===== src/rtl/mem_stage_if.sv =====
// mem_stage_if: bundles the EX/MEM inputs, the byte-serial memory-controller
// port and the MEM/WB outputs of the memory-access stage.
//   slave  : the mem_stage side (consumes in_*, mc_rdata/mc_ready; drives the rest)
//   master : the environment side (pipeline, memory controller, writeback)
// Widths: register data 32 bits, register address 5 bits.
interface mem_stage_if;
    localparam int REG_LEN      = 32;
    localparam int REG_ADDR_LEN = 5;

    // EX/MEM side
    logic                    in_valid;
    logic [REG_LEN-1:0]      in_rd_data;
    logic [REG_ADDR_LEN-1:0] in_rd_addr;
    logic                    in_rd_enable;
    logic [3:0]              in_mem_op;
    logic [REG_LEN-1:0]      in_store_data;
    logic                    stall_req;
    // memory-controller byte port
    logic                    mc_req;
    logic                    mc_we;
    logic [REG_LEN-1:0]      mc_addr;
    logic [7:0]              mc_wdata;
    logic [7:0]              mc_rdata;
    logic                    mc_ready;
    // MEM/WB side
    logic                    wb_valid;
    logic [REG_LEN-1:0]      wb_rd_data;
    logic [REG_ADDR_LEN-1:0] wb_rd_addr;
    logic                    wb_rd_enable;
    logic                    wb_misalign;

    modport slave (
        input  in_valid, in_rd_data, in_rd_addr, in_rd_enable, in_mem_op, in_store_data,
        input  mc_rdata, mc_ready,
        output stall_req, mc_req, mc_we, mc_addr, mc_wdata,
        output wb_valid, wb_rd_data, wb_rd_addr, wb_rd_enable, wb_misalign
    );

    modport master (
        output in_valid, in_rd_data, in_rd_addr, in_rd_enable, in_mem_op, in_store_data,
        output mc_rdata, mc_ready,
        input  stall_req, mc_req, mc_we, mc_addr, mc_wdata,
        input  wb_valid, wb_rd_data, wb_rd_addr, wb_rd_enable, wb_misalign
    );
endinterface


===== src/rtl/mem_stage.sv =====
// mem_stage: memory-access stage between EX/MEM and MEM/WB.
// Non-memory ops pass through in one cycle. Loads/stores run byte-serially on
// the 8-bit controller port (little-endian, addr+k for byte k) while stall_req
// holds the front of the pipeline; load data is sign/zero extended.
// Ports:
//   clk, rst  clock, synchronous active-high reset
//   rdy       global ready; low freezes all state and outputs
//   bus       mem_stage_if.slave (in_*, stall_req, mc_*, wb_*)
// Optional feature: define MEM_ALIGN_CHECK_EN to complete misaligned halfword/
// word accesses immediately with wb_misalign=1 instead of running them.
module mem_stage (
    input  logic        clk,
    input  logic        rst,
    input  logic        rdy,
    mem_stage_if.slave  bus
);
    localparam logic [3:0] OP_LB  = 4'd1;
    localparam logic [3:0] OP_LH  = 4'd2;
    localparam logic [3:0] OP_LW  = 4'd3;
    localparam logic [3:0] OP_LBU = 4'd4;
    localparam logic [3:0] OP_LHU = 4'd5;
    localparam logic [3:0] OP_SB  = 4'd6;
    localparam logic [3:0] OP_SH  = 4'd7;
    localparam logic [3:0] OP_SW  = 4'd8;

    typedef enum logic {IDLE, ACCESS} state_t;

    state_t      state;
    logic [3:0]  op_q;
    logic [31:0] addr_q;
    logic [31:0] sdata_q;
    logic [31:0] asm_q;
    logic [4:0]  rd_addr_q;
    logic        rd_en_q;
    logic [1:0]  k;

    function automatic logic is_mem(input logic [3:0] op);
        return (op >= OP_LB) && (op <= OP_SW);
    endfunction

    function automatic logic is_store(input logic [3:0] op);
        return (op >= OP_SB) && (op <= OP_SW);
    endfunction

    // index of the final byte (N-1)
    function automatic logic [1:0] last_idx(input logic [3:0] op);
        case (op)
            OP_LB, OP_LBU, OP_SB: return 2'd0;
            OP_LH, OP_LHU, OP_SH: return 2'd1;
            default:              return 2'd3;
        endcase
    endfunction

    logic misalign;
`ifdef MEM_ALIGN_CHECK_EN
    always_comb begin
        misalign = 1'b0;
        case (bus.in_mem_op)
            OP_LH, OP_LHU, OP_SH: misalign = bus.in_rd_data[0];
            OP_LW, OP_SW:         misalign = |bus.in_rd_data[1:0];
            default:              misalign = 1'b0;
        endcase
    end
`else
    assign misalign = 1'b0;
`endif

    logic start_access;
    logic last_beat;
    logic [1:0]  k_nx;
    logic [31:0] word_full;
    logic [31:0] load_ext;

    assign start_access = bus.in_valid & is_mem(bus.in_mem_op) & ~misalign;
    assign last_beat    = bus.mc_ready & (k == last_idx(op_q));
    assign k_nx         = k + 2'd1;

    // Dropping stall on the completing cycle lets EX/MEM advance on that edge.
    assign bus.stall_req = (state == IDLE) ? start_access : ~last_beat;

    // assembly register with the byte arriving this cycle merged in
    always_comb begin
        word_full = asm_q;
        word_full[{k, 3'b000} +: 8] = bus.mc_rdata;
    end

    always_comb begin
        case (op_q)
            OP_LB:   load_ext = {{24{word_full[7]}}, word_full[7:0]};
            OP_LH:   load_ext = {{16{word_full[15]}}, word_full[15:0]};
            OP_LBU:  load_ext = {24'd0, word_full[7:0]};
            OP_LHU:  load_ext = {16'd0, word_full[15:0]};
            default: load_ext = word_full;
        endcase
    end

    always_ff @(posedge clk) begin
        if (rst) begin
            state            <= IDLE;
            op_q             <= '0;
            addr_q           <= '0;
            sdata_q          <= '0;
            asm_q            <= '0;
            rd_addr_q        <= '0;
            rd_en_q          <= 1'b0;
            k                <= '0;
            bus.mc_req       <= 1'b0;
            bus.mc_we        <= 1'b0;
            bus.mc_addr      <= '0;
            bus.mc_wdata     <= '0;
            bus.wb_valid     <= 1'b0;
            bus.wb_rd_data   <= '0;
            bus.wb_rd_addr   <= '0;
            bus.wb_rd_enable <= 1'b0;
            bus.wb_misalign  <= 1'b0;
        end else if (rdy) begin
            case (state)
                IDLE: begin
                    if (!bus.in_valid) begin
                        bus.wb_valid     <= 1'b0;
                        bus.wb_rd_enable <= 1'b0;
                        bus.wb_misalign  <= 1'b0;
                    end else if (start_access) begin
                        state            <= ACCESS;
                        op_q             <= bus.in_mem_op;
                        addr_q           <= bus.in_rd_data;
                        sdata_q          <= bus.in_store_data;
                        rd_addr_q        <= bus.in_rd_addr;
                        rd_en_q          <= bus.in_rd_enable;
                        asm_q            <= '0;
                        k                <= '0;
                        bus.mc_req       <= 1'b1;
                        bus.mc_we        <= is_store(bus.in_mem_op);
                        bus.mc_addr      <= bus.in_rd_data;
                        bus.mc_wdata     <= bus.in_store_data[7:0];
                        bus.wb_valid     <= 1'b0;
                        bus.wb_rd_enable <= 1'b0;
                        bus.wb_misalign  <= 1'b0;
                    end else if (misalign) begin
                        // rejected access: retire immediately, no bus traffic
                        bus.wb_valid     <= 1'b1;
                        bus.wb_rd_data   <= '0;
                        bus.wb_rd_addr   <= bus.in_rd_addr;
                        bus.wb_rd_enable <= 1'b0;
                        bus.wb_misalign  <= 1'b1;
                    end else begin
                        bus.wb_valid     <= 1'b1;
                        bus.wb_rd_data   <= bus.in_rd_data;
                        bus.wb_rd_addr   <= bus.in_rd_addr;
                        bus.wb_rd_enable <= bus.in_rd_enable;
                        bus.wb_misalign  <= 1'b0;
                    end
                end
                ACCESS: begin
                    if (bus.mc_ready) begin
                        if (k == last_idx(op_q)) begin
                            state            <= IDLE;
                            k                <= '0;
                            bus.mc_req       <= 1'b0;
                            bus.mc_we        <= 1'b0;
                            bus.wb_valid     <= 1'b1;
                            bus.wb_rd_addr   <= rd_addr_q;
                            bus.wb_misalign  <= 1'b0;
                            if (is_store(op_q)) begin
                                bus.wb_rd_enable <= 1'b0;
                                bus.wb_rd_data   <= '0;
                            end else begin
                                bus.wb_rd_enable <= rd_en_q;
                                bus.wb_rd_data   <= load_ext;
                            end
                        end else begin
                            asm_q        <= word_full;
                            k            <= k_nx;
                            bus.mc_addr  <= addr_q + {30'd0, k_nx};
                            bus.mc_wdata <= sdata_q[{k_nx, 3'b000} +: 8];
                        end
                    end
                end
                default: state <= IDLE;
            endcase
        end
    end
endmodule


===== src/flat_wrapper.sv =====
// flat-port wrapper written by rule: the top's interface ports become plain ports
module mem_stage_flat 
  (clk, rst, rdy, bus_in_valid, bus_in_rd_data, bus_in_rd_addr, bus_in_rd_enable, bus_in_mem_op, bus_in_store_data, bus_mc_rdata, bus_mc_ready, bus_stall_req, bus_mc_req, bus_mc_we, bus_mc_addr, bus_mc_wdata, bus_wb_valid, bus_wb_rd_data, bus_wb_rd_addr, bus_wb_rd_enable, bus_wb_misalign);
  mem_stage_if bus_i ();
  input  logic clk;
  input  logic rst;
  input  logic rdy;
  input wire logic [$bits(bus_i.in_valid)-1:0] bus_in_valid;
  input wire logic [$bits(bus_i.in_rd_data)-1:0] bus_in_rd_data;
  input wire logic [$bits(bus_i.in_rd_addr)-1:0] bus_in_rd_addr;
  input wire logic [$bits(bus_i.in_rd_enable)-1:0] bus_in_rd_enable;
  input wire logic [$bits(bus_i.in_mem_op)-1:0] bus_in_mem_op;
  input wire logic [$bits(bus_i.in_store_data)-1:0] bus_in_store_data;
  input wire logic [$bits(bus_i.mc_rdata)-1:0] bus_mc_rdata;
  input wire logic [$bits(bus_i.mc_ready)-1:0] bus_mc_ready;
  output wire logic [$bits(bus_i.stall_req)-1:0] bus_stall_req;
  output wire logic [$bits(bus_i.mc_req)-1:0] bus_mc_req;
  output wire logic [$bits(bus_i.mc_we)-1:0] bus_mc_we;
  output wire logic [$bits(bus_i.mc_addr)-1:0] bus_mc_addr;
  output wire logic [$bits(bus_i.mc_wdata)-1:0] bus_mc_wdata;
  output wire logic [$bits(bus_i.wb_valid)-1:0] bus_wb_valid;
  output wire logic [$bits(bus_i.wb_rd_data)-1:0] bus_wb_rd_data;
  output wire logic [$bits(bus_i.wb_rd_addr)-1:0] bus_wb_rd_addr;
  output wire logic [$bits(bus_i.wb_rd_enable)-1:0] bus_wb_rd_enable;
  output wire logic [$bits(bus_i.wb_misalign)-1:0] bus_wb_misalign;
  assign bus_i.in_valid = bus_in_valid;
  assign bus_i.in_rd_data = bus_in_rd_data;
  assign bus_i.in_rd_addr = bus_in_rd_addr;
  assign bus_i.in_rd_enable = bus_in_rd_enable;
  assign bus_i.in_mem_op = bus_in_mem_op;
  assign bus_i.in_store_data = bus_in_store_data;
  assign bus_i.mc_rdata = bus_mc_rdata;
  assign bus_i.mc_ready = bus_mc_ready;
  assign bus_stall_req = bus_i.stall_req;
  assign bus_mc_req = bus_i.mc_req;
  assign bus_mc_we = bus_i.mc_we;
  assign bus_mc_addr = bus_i.mc_addr;
  assign bus_mc_wdata = bus_i.mc_wdata;
  assign bus_wb_valid = bus_i.wb_valid;
  assign bus_wb_rd_data = bus_i.wb_rd_data;
  assign bus_wb_rd_addr = bus_i.wb_rd_addr;
  assign bus_wb_rd_enable = bus_i.wb_rd_enable;
  assign bus_wb_misalign = bus_i.wb_misalign;
  mem_stage u_core (.clk(clk), .rst(rst), .rdy(rdy), .bus(bus_i));
endmodule

===== config.mk =====
export PLATFORM = sky130hd
export DESIGN_NAME = mem_stage_flat
export DESIGN_NICKNAME = d
export VERILOG_FILES = /design/src/rtl/mem_stage_if.sv /design/src/rtl/mem_stage.sv /design/src/flat_wrapper.sv
export SDC_FILE = /design/constraint.sdc
export NUM_CORES = 1
export LEC_CHECK = 0
export CORE_MARGIN = 1
export CORE_UTILIZATION = 38
export CTS_CLUSTER_SIZE = 24
export DETAILED_ROUTE_END_ITERATION = 16
export PLACE_DENSITY = 0.58
export REMOVE_ABC_BUFFERS = 1
export SLEW_MARGIN = 10
export SYNTH_ARGS = -nofsm -noshare
export SYNTH_HDL_FRONTEND = slang
export SYNTH_SLANG_ARGS = --single-unit

===== constraint.sdc =====
create_clock -name clk -period 6.5 [get_ports clk]
set_input_delay 0.65 -clock clk [delete_from_list [all_inputs] [get_ports clk]]
set_output_delay 0.65 -clock clk [all_outputs]
set_load 0.01 [all_outputs]

==> reports/results.ini <==
[timing]
skew_ns=0.01135
worst_slew_pin_slew_ns=1.140
slew_violations=0
min_period_ns=4.088
max_slew_margin_pct=23.83
finalHoldViolations=0
period_share_pct=62.89
max_freq_mhz=244.6
setup_viol=0
fin_setup_tns_ns=0
rsz0062_at_grt=false

[die]
pin_count=170
die_w_um=158.9
core-area_um2=24250
die_area_um2=25240
initial_core_util_pct=38.57
fp.dieH_um=158.9
rows=57

[final_layout]
diodes=0
area_delta_synth_final_pct=24.23
drive_gt1_share_pct=10.06
finalNonFillerCells=1556
postLayoutCellArea_um2=11620
nFillCells=2435
nets=1314

[drt]
drtPass1Iterations=5
wl_mm=27.07
antenna_left=0
via_per_inst=5.299
drtIter0Drc=624
vias=8246
drcViolationCount=0
wl_per_cell_um=17.40

[power_and_ir_drop]
p_switching_uw=743.4
comb_power_share_pct=15.1
netSwitchingFraction_pct=27.66
p_seq_share_pct=46.8
power_leakage_uw=0.003926
ir_drop_v=0.0001476
power_frac_clock_pct=38.1
p_int_uw=1944
power_density_nw_per_um2=231.3

[synthesis]
yosys.cell_types.count=77
synth-edff-count=0
ys_ff_latch=190
synth_area_um2=9351
async_flop_share_pct=0
syn_avg_cell_area_um2=8.425
yosysWarnings=0
synth_cells=1110
synthFlopType=dfxtp_1
ys_seq_area_share_pct=40.67

[worst_setup_path]
r2r_cells=9
critPathLaunchType=flip-flop
end_kind=flip-flop
crit_fanout=19
path_class=reg -> reg
cp.arrival_ns=4.47
required_ns=6.88

[clock_tree]
cts_resized=0
ctsHoldBuffers=0
tritoncts=done
path_clk_slew_ns=0.07
numCtsBuffers=17
insertion_delay_ns=0.43
ctsHtreeMaxLevel=4
cts_sinks=190
cts.path.max_buffers=2
post_cts_buffers=0
cts_root_buf=clkbuf_16

[global_route]
met2_usage_pct=35.15
grt_pass1_vias=7890
grt_first_pass_wirelength_mm=43.49
gr-usage-met3_pct=4.911
busiest_layer=met2
antenna_found_initial=0
grt_overflow=0
grtUsageTotal_pct=21.52
grt_max_degree=78
grt_use_met1_pct=28.79

[place]
portBuffers=168
place_area_um2=11060
gp_congestion=0.8400
post-dp-hpwl_mm=17.67
post-place-cells=1524

[hold_path]
min_path_cells=2
hold_class=reg -> reg

[outcome]
status=finished clean

[run]
maxCapViolCount=0

state kept, by name, indices dropped and copies added (netlist names):
name                     flops
u_core.bus.wb_rd_enable      1
u_core.state                 1
u_core.rd_en_q               1
u_core.bus.mc_req            1
u_core.addr_q               32
u_core.bus.mc_we             1
u_core.bus.wb_rd_data       32
u_core.bus.wb_valid          1
u_core.k                     2
u_core.op_q                  4
u_core.sdata_q              32
u_core.bus.mc_wdata          8
u_core.bus.wb_rd_addr        5
u_core.bus.mc_addr          32
u_core.rd_addr_q             5
u_core.asm_q                32
layout make-up:
cell class	instances	area, um^2	share of cell area, %
Clock inverter	10	106.4	0.9155
Multi-Input combinational cell	825	5064	43.59
Sequential cell	190	3807	32.77
Clock buffer	22	454.2	3.910
Timing Repair Buffer	177	1750	15.07
Tap cell	324	405.4	3.489
Inverter	8	30.03	0.2585
placed cells by master (no fill, tap or decap), types with 5 or more instances in the layout:
master / netlist / final
a221oi_1: 5 / 5
nand4_1: 9 / 9
inv_1: 8 / 8
nor3_1: 35 / 35
a221oi_2: 5 / 5
buf_4: 7 / 9
nor2_2: 10 / 10
and3_1: 10 / 9
xor2_1: 12 / 12
o211ai_1: 6 / 6
xnor2_1: 20 / 20
nor2_1: 94 / 94
ha_1: 7 / 7
a21oi_1: 132 / 132
nand2b_1: 7 / 7
mux2i_1: 16 / 16
a211o_1: 16 / 16
dfxtp_1: 190 / 189
nand2_1: 232 / 232
a211oi_2: 24 / 24
nand3_1: 23 / 22
nor2b_1: 24 / 24
mux4_2: 8 / 8
a22oi_1: 15 / 15
clkdlybuf4s50_1: 0 / 167
clkbuf_16: 0 / 17
a22o_1: 24 / 24
a211oi_1: 18 / 18
a21oi_2: 11 / 10
routing by layer:
layer | vias to the layer above | part of all wire (%)
met4 | 0 | 1.1
met3 | 15 | 5.8
met5 | - | 0
met1 | 3921 | 47
li1 | 4095 | -
met2 | 215 | 47
critical path, cell delays in order, from the launching register on:
cell and delay, ns:
dfxtp_1 0.86, inv_1 0.33, ha_1 0.91, fa_1 0.37, and4_1 0.34, and2_1 0.35
nand3_1 0.13, xor2_1 0.16, a2111oi_0 0.43, a31o_2 0.16
cells by family (layout without fill, tap and decap cells):
| group | count (synthesis) | count (layout) | synth area share (%) |
|---|---|---|---|
| adders and majority gates | 8 | 8 | 1.151 |
| xor gates and xnor gates | 32 | 32 | 2.997 |
| DFF | 190 | 190 | 40.67 |
| buffers and inverters | 95 | 217 | 5.405 |
| other | 1 | 1 | 0.04010 |
| AOI/OAI and AO/OA | 286 | 286 | 22.58 |
| muxes | 24 | 24 | 3.639 |
| and+or+nand+nor | 474 | 474 | 23.51 |
per-stage QoR:
| stage | setup WS (ns) | power, uW | util [%] | hold WS, ns |
|---|---|---|---|---|
| floorplan | 1.687 | 1470 | - | 0.4261 |
| global placement | 2.503 | 1688 | 45.60 | 0.4381 |
| detailed placement | 2.366 | 1691 | 45.60 | 0.4443 |
| finish | 2.412 | 2687 | 47.91 | 0.4538 |
| CTS | 2.367 | 2714 | 47.91 | 0.4540 |
| global route | 2.163 | 2798 | 47.91 | 0.4699 |
synthesized netlist by cell type, types with 6 or more instances:
cell / count / share of area (%)
dfxtp_1: 190 / 41
a211o_1: 16 / 1.5
buf_4: 7 / 0.56
and3_1: 10 / 0.67
a22oi_1: 15 / 1.2
a21oi_2: 11 / 1.0
nor2_1: 94 / 3.8
mux2i_1: 16 / 1.7
a211oi_2: 24 / 3.2
a211oi_1: 18 / 1.4
inv_1: 8 / 0.32
buf_6: 12 / 1.4
nor2b_1: 24 / 1.6
nand2b_1: 7 / 0.47
nor2_2: 10 / 0.67
a22o_1: 24 / 2.2
buf_2: 17 / 0.91
xor2_1: 12 / 1.1
nor3_1: 35 / 1.9
xnor2_1: 20 / 1.9
nand2_1: 232 / 9.3
nand4_1: 9 / 0.60
clkbuf_1: 47 / 1.9
o211ai_1: 6 / 0.48
nand3_1: 23 / 1.2
a21oi_1: 132 / 7.1
ha_1: 7 / 0.94
mux4_2: 8 / 1.9
power by group through the flow:
stage	sequential, uW	clock, uW	combinational (uW)
floorplan	1290	0	178
CTS	1260	1050	409
detailed placement	1280	0	407
global placement	1280	0	405
global route	1260	1090	443
finish	1260	1020	406
final timing paths:
kind / start / endpoint / slack, ns
setup / recovery: u_core.k[0]$_SDFFE_PP0P_ / u_core.bus.mc_addr[30]$_SDFFE_PP0P_ / 2.41
hold reg to reg: u_core.bus.mc_addr[19]$_SDFFE_PP0P_ / u_core.bus.mc_addr[19]$_SDFFE_PP0P_ / 0.45
setup reg to reg: u_core.k[0]$_SDFFE_PP0P_ / u_core.bus.mc_addr[30]$_SDFFE_PP0P_ / 2.41
hold / removal: u_core.bus.mc_addr[19]$_SDFFE_PP0P_ / u_core.bus.mc_addr[19]$_SDFFE_PP0P_ / 0.45
Power figures use the tool's default switching activity.
